**config.mk**
```make
export PLATFORM = sky130hd
export DESIGN_NAME = button_conditioner
export DESIGN_NICKNAME = d
export VERILOG_FILES = /design/src/rtl/button_conditioner_pkg.sv /design/src/rtl/button_debouncer.sv /design/src/rtl/button_conditioner.sv
export SDC_FILE = /design/constraint.sdc
export NUM_CORES = 1
export LEC_CHECK = 0
export CAP_MARGIN = 15
export CORE_MARGIN = 4
export CORE_UTILIZATION = 67
export DETAILED_ROUTE_END_ITERATION = 6
export PLACE_DENSITY = 0.85
export SETUP_SLACK_MARGIN = 0.02
export SLEW_MARGIN = 30
export SYNTH_ARGS = -nofsm -noshare
export SYNTH_HDL_FRONTEND = slang
export SYNTH_SLANG_ARGS = --single-unit
```
**constraint.sdc**
```tcl
create_clock -name clockSignal -period 5.9 [get_ports clockSignal]
set_input_delay 0.59 -clock clockSignal [delete_from_list [all_inputs] [get_ports clockSignal]]
set_output_delay 0.59 -clock clockSignal [all_outputs]
set_load 0.02 [all_outputs]
```
**src/rtl/button_conditioner_pkg.sv**
```systemverilog
// Shared types and constants for the stopwatch button front-end.
package button_conditioner_pkg;

  // Button bit positions within buttonRaw / buttonLevel.
  localparam int BTN_MODE  = 0;
  localparam int BTN_START = 1;
  localparam int BTN_SPLIT = 2;
  localparam int NUM_BTN   = 3;

  // Split/reset press classifier states.
  typedef enum logic [1:0] {
    IDLE      = 2'd0,
    PRESSED   = 2'd1,
    LONG_HELD = 2'd2
  } split_state_e;

  // Milliseconds to clock cycles; divide first so large clocks stay in range.
  function automatic int ms_to_cycles(input int clk_hz, input int ms);
    return clk_hz / 1000 * ms;
  endfunction

  // Period of a rate in Hz, in clock cycles.
  function automatic int hz_to_cycles(input int clk_hz, input int hz);
    return clk_hz / hz;
  endfunction

endpackage

```
**src/rtl/button_debouncer.sv**
```systemverilog
// One button: two-flop synchroniser, stability-count debouncer and a
// registered rising-edge pulse of the debounced level.
module button_debouncer #(
  parameter int DEB_CYC = 2_000_000
) (
  input  logic clk,
  input  logic rst_n,
  input  logic raw_in,
  output logic level,
  output logic rise_pulse
);

  localparam int               CNT_W    = $clog2(DEB_CYC + 1);
  localparam logic [CNT_W-1:0] CNT_LAST = CNT_W'(DEB_CYC - 1);

  logic [1:0]       sync_q, sync_d;
  logic             level_q, level_d;
  logic             level_dly_q, level_dly_d;
  logic             pulse_q, pulse_d;
  logic [CNT_W-1:0] cnt_q, cnt_d;

  // Next-state: count consecutive mismatches; the level follows the
  // synchronised input only once the mismatch has lasted DEB_CYC edges.
  always_comb begin
    sync_d      = {sync_q[0], raw_in};
    level_d     = level_q;
    cnt_d       = '0;
    if (sync_q[1] != level_q) begin
      if (cnt_q == CNT_LAST) begin
        level_d = sync_q[1];
      end else begin
        cnt_d = cnt_q + 1'b1;
      end
    end
    level_dly_d = level_q;
    pulse_d     = level_q & ~level_dly_q;
  end

  // State registers.
  always_ff @(posedge clk or negedge rst_n) begin
    if (!rst_n) begin
      sync_q      <= '0;
      level_q     <= 1'b0;
      level_dly_q <= 1'b0;
      pulse_q     <= 1'b0;
      cnt_q       <= '0;
    end else begin
      sync_q      <= sync_d;
      level_q     <= level_d;
      level_dly_q <= level_dly_d;
      pulse_q     <= pulse_d;
      cnt_q       <= cnt_d;
    end
  end

  assign level      = level_q;
  assign rise_pulse = pulse_q;

endmodule

```
**src/rtl/button_conditioner.sv**
```systemverilog
// Stopwatch front-end: debounced buttons, command pulses, short/long
// split-reset classification and the 100 Hz time-base enable.
module button_conditioner
  import button_conditioner_pkg::*;
#(
  parameter int CLK_HZ        = 100_000_000,
  parameter int DEBOUNCE_MS   = 20,
  parameter int LONG_PRESS_MS = 1500
) (
  input  logic               clockSignal,
  input  logic               resetN,
  input  logic [NUM_BTN-1:0] buttonRaw,
  output logic [NUM_BTN-1:0] buttonLevel,
  output logic               modePulse,
  output logic               startStopPulse,
  output logic               splitPulse,
  output logic               resetPulse,
  output logic               tick100Hz
);

  localparam int DEB_CYC  = ms_to_cycles(CLK_HZ, DEBOUNCE_MS);
  localparam int LONG_CYC = ms_to_cycles(CLK_HZ, LONG_PRESS_MS);
  localparam int TICK_CYC = hz_to_cycles(CLK_HZ, 100);

  localparam int                HOLD_W    = $clog2(LONG_CYC + 1);
  localparam int                TICK_W    = $clog2(TICK_CYC);
  localparam logic [HOLD_W-1:0] HOLD_LAST = HOLD_W'(LONG_CYC - 1);
  localparam logic [TICK_W-1:0] TICK_LAST = TICK_W'(TICK_CYC - 1);

  logic [NUM_BTN-1:0] rise;
  logic               unused_split_rise;

  for (genvar i = 0; i < NUM_BTN; i++) begin : g_btn
    button_debouncer #(
      .DEB_CYC(DEB_CYC)
    ) u_deb (
      .clk       (clockSignal),
      .rst_n     (resetN),
      .raw_in    (buttonRaw[i]),
      .level     (buttonLevel[i]),
      .rise_pulse(rise[i])
    );
  end

  assign modePulse         = rise[BTN_MODE];
  assign startStopPulse    = rise[BTN_START];
  // Split/reset is classified by the FSM below, not by its rise pulse.
  assign unused_split_rise = rise[BTN_SPLIT];

  // ---------------------------------------------------------------------
  // Split/reset classifier. The FSM sees the registered debounced level,
  // so PRESSED starts one edge after buttonLevel[2] rises and resetPulse
  // appears LONG_CYC+1 edges after that rise. A release seen on the same
  // cycle as the threshold is checked first, so it becomes a split.
  // ---------------------------------------------------------------------
  split_state_e      state_q, state_d;
  logic [HOLD_W-1:0] hold_q, hold_d;
  logic              split_q, split_d;
  logic              reset_q, reset_d;
  logic              split_level;

  assign split_level = buttonLevel[BTN_SPLIT];

  // Next-state and registered pulse requests for the split/reset press.
  always_comb begin
    state_d = state_q;
    hold_d  = hold_q;
    split_d = 1'b0;
    reset_d = 1'b0;
    case (state_q)
      IDLE: begin
        if (split_level) begin
          state_d = PRESSED;
          hold_d  = '0;
        end
      end
      PRESSED: begin
        if (!split_level) begin
          split_d = 1'b1;
          state_d = IDLE;
          hold_d  = '0;
        end else if (hold_q == HOLD_LAST) begin
          reset_d = 1'b1;
          state_d = LONG_HELD;
        end else begin
          hold_d = hold_q + 1'b1;
        end
      end
      LONG_HELD: begin
        if (!split_level) begin
          state_d = IDLE;
          hold_d  = '0;
        end
      end
      default: begin
        state_d = IDLE;
        hold_d  = '0;
      end
    endcase
  end

  // Split/reset FSM registers.
  always_ff @(posedge clockSignal or negedge resetN) begin
    if (!resetN) begin
      state_q <= IDLE;
      hold_q  <= '0;
      split_q <= 1'b0;
      reset_q <= 1'b0;
    end else begin
      state_q <= state_d;
      hold_q  <= hold_d;
      split_q <= split_d;
      reset_q <= reset_d;
    end
  end

  assign splitPulse = split_q;
  assign resetPulse = reset_q;

  // ---------------------------------------------------------------------
  // 100 Hz time base: free-running 0..TICK_CYC-1 counter, enable asserted
  // while it sits at its last value.
  // ---------------------------------------------------------------------
  logic [TICK_W-1:0] tick_cnt_q, tick_cnt_d;

  // Tick counter next value with wrap.
  always_comb begin
    tick_cnt_d = tick_cnt_q + 1'b1;
    if (tick_cnt_q == TICK_LAST) begin
      tick_cnt_d = '0;
    end
  end

  // Tick counter register.
  always_ff @(posedge clockSignal or negedge resetN) begin
    if (!resetN) begin
      tick_cnt_q <= '0;
    end else begin
      tick_cnt_q <= tick_cnt_d;
    end
  end

  assign tick100Hz = (tick_cnt_q == TICK_LAST);

endmodule

```
==> metrics <==
pin count of the biggest net entering global routing 66; nets 646; CP Class reg -> out; Syn Nets 632; clk root buf clkbuf_8; min-delay worst type in -> async; final hold violations 0; Layout area overhead 12.67%; Max Buffers Root-to-Sink 2; pwr dens 283.1 mW/mm²; synth unique cells 48; CTS tree done; first drt pass iteration count 6; DRC viols 0; # setup viols final 0; core area 0.008891 mm²; post-route ant nets 0; run status finished clean; Slew HR 44.81%; Multi-input gate area 0.002865 mm²; synth warn 0; Clock Skew 8.292 ps; clock group share of total power 53.2%; maximum clock frequency 293.8 MHz; gr usage total 24.77%; tightest hold margin 173.7 ps; Setup Fix Bufs, Post-CTS 0; DPL Wire Length 7.736 mm; sequential power share 44.9%; FFs w/ async S/R, synth 100.0%; I/O pins 13; Post-Layout Cell Count 757; Seq cells post-synth 128; vias in the first global route 4658; Die ar. 0.01090 mm²; Seq. cell area 0.003203 mm²; CP Max Fanout 11; Worst IR Drop VDD 0.2514 mV; H-Tree Level Count 4; Sw Share 21.52%; CTS buffer count 17; placed insts 725; minimum clock period 3404 ps; DRT iter0 DRCs 274; wire length of the first global-routing pass 21.98 mm; Synth Flop Type dfrtp_1; clock sinks 128; Filler cells 540; most common cell after layout, fill and taps aside dfrtp_1; ANT cells 0; post-CTS sizing 0; row cnt 34; WL per Instance 16.59 µm; synthesized cell area 0.006230 mm²; Starting Density 70.07%; GRT Residual Overflow 0; Seq/Total Area, Yosys 51.42%; period utilisation layout 57.69%; Post-CTS Hold Buffers 0; initial antenna violation count 0; setup tns final 0 ps; die height 104.4 µm; number of synthesized flops with an enable pin 0; Port Buffers 12; routability cong. 0.8746; most frequent cells in the layout 128 x dfrtp_1, 93 x nor2_1, 47 x nand2_1, 44 x nand3_1, 43 x xor2_1; Leak 2.996 nW; RSZ-0062 raised after global routing false; clock-pin slew on the worst setup and hold paths 60 ps; fin. max-slew vios 0; WP data required 5310 ps; CP Launch Type flip-flop; max-capacitance violation count 0; Synth Instances 622; die width 104.4 µm; arrival time at the worst endpoint 2810 ps; Skew-Pair Late Insertion Delay 520 ps; layout cells sized above 1 9.091%; Worst-Margin Slew 827.8 ps; crit end category output port; Switching Power 0.0004277 W; vias 4673; vias per cell 6.173; cell-internal power 0.001560 W; Routed WL 12.56 mm; Comb power frac 1.9%; syn_area_per_cell 10.02 µm²
## registers in the layout (all words and copies together), names as in the netlist
name	count
g_btn.u_deb.cnt_q	63
hold_q	28
tick_cnt_q	20
g_btn.u_deb.sync_q	6
g_btn.u_deb.level	3
g_btn.u_deb.level_dly_q	2
g_btn.u_deb.rise_pulse	2
state_q	2
resetPulse	1
splitPulse	1
## critical path, cell delays in order (launching register included)
cell and delay, ps:
dfrtp_1 430, nor4b_1 380, nand4_1 190, nor3_2 560
clkdlybuf4s50_1 730
## path summary, 6_finish.rpt
| path | startpoint | to | slack [ps] | cells after the start |
|---|---|---|---|---|
| min in group clockSignal | g_btn[2].u_deb.sync_q[0] | g_btn[2].u_deb.sync_q[1] | 360 | 0 |
| max in group asynchronous | resetN | hold_q[27] | 4410 | 2 |
| setup reg to reg | hold_q[13] | hold_q[6] | 3560 | 7 |
| hold reg to reg | g_btn[2].u_deb.sync_q[0] | g_btn[2].u_deb.sync_q[1] | 360 | 0 |
| setup / recovery | tick_cnt_q[12] | tick100Hz | 2500 | 4 |
| hold / removal | resetN | g_btn[1].u_deb.cnt_q[18] | 170 | 1 |
## metrics by stage
stage / power (W) / cell area (µm²) / utilization (%) / setup WS (ps)
after CTS: 0.002005 / 7014 / 78.89 / 2095
after global routing: 0.002054 / 7019 / 78.95 / 2309
final: 0.001987 / 7019 / 78.95 / 2496
after global placement: 0.0009430 / 6391 / 71.88 / 2801
after floorplan: 0.0009211 / 6230 / - / 3876
after detailed placement: 0.0009456 / 6410 / 72.09 / 2665
## Yosys cell counts, types with 2 or more instances
master    count  area share [%]
o211ai_1      3            0.36
xor2_1       43             6.0
nor3_1       12            0.96
a21oi_1      18             1.4
and3_1        9            0.90
o31ai_1      12             1.4
clkbuf_1     12            0.72
or2_2         6            0.60
ha_1          5             1.0
xnor2_1      38             5.3
nor4_4        3             1.0
or4_1        13             1.6
and2_1        3            0.30
or3_1        10             1.0
and4_1        8             1.1
nand3b_1      2            0.24
nor2_1       93             5.6
nor4bb_1      3            0.48
nor2b_1       5            0.50
nand2b_1      2            0.20
nor3b_1       4            0.48
buf_2         3            0.24
nand3_1      44             3.5
mux2_2        4            0.72
buf_4         5            0.60
o21ai_1       3            0.24
dfrtp_1     128              51
nor4_1        8            0.80
nand2_1      47             2.8
nor4b_1       7            0.98
nand4_1      32             3.2
o21ai_0       8            0.64
inv_1        14            0.84
## final cells by class
class | instances | area share [%]
Clock inverter | 13 | 2.317
Multi-Input combinational cell | 458 | 40.82
Sequential cell | 128 | 45.63
Clock buffer | 19 | 6.292
Tap cell | 108 | 1.925
Inverter | 14 | 0.7487
Timing Repair Buffer | 17 | 2.264
## power by group through the flow
stage | Clock, W | Combinational (W) | Sequential, W
CTS | 0.00107 | 0.0000388 | 0.000892
global route | 0.00112 | 0.0000442 | 0.000893
floorplan | 0 | 0.0000150 | 0.000906
global placement | 0 | 0.0000362 | 0.000907
finish | 0.00106 | 0.0000372 | 0.000892
detailed placement | 0 | 0.0000381 | 0.000907
## layer usage
layer	up-vias	track usage [%]	routed length [µm]
li1	2218	-	-
met1	2313	31.63	5487
met2	117	40.45	6363
met5	-	0	0
met3	25	7.014	496
met4	0	8.927	214
## cells by family after synthesis
family          after synthesis  share of synthesized area (%)
simple gates                320                          28.12
flops                       128                          51.42
xor+xnor                     81                          11.39
compound gates               48                          4.680
buf+inv                      36                          2.671
fa+ha+maj                     5                          1.004
mux                           4                         0.7230
No activity file was read; power rests on OpenSTA's default activity.
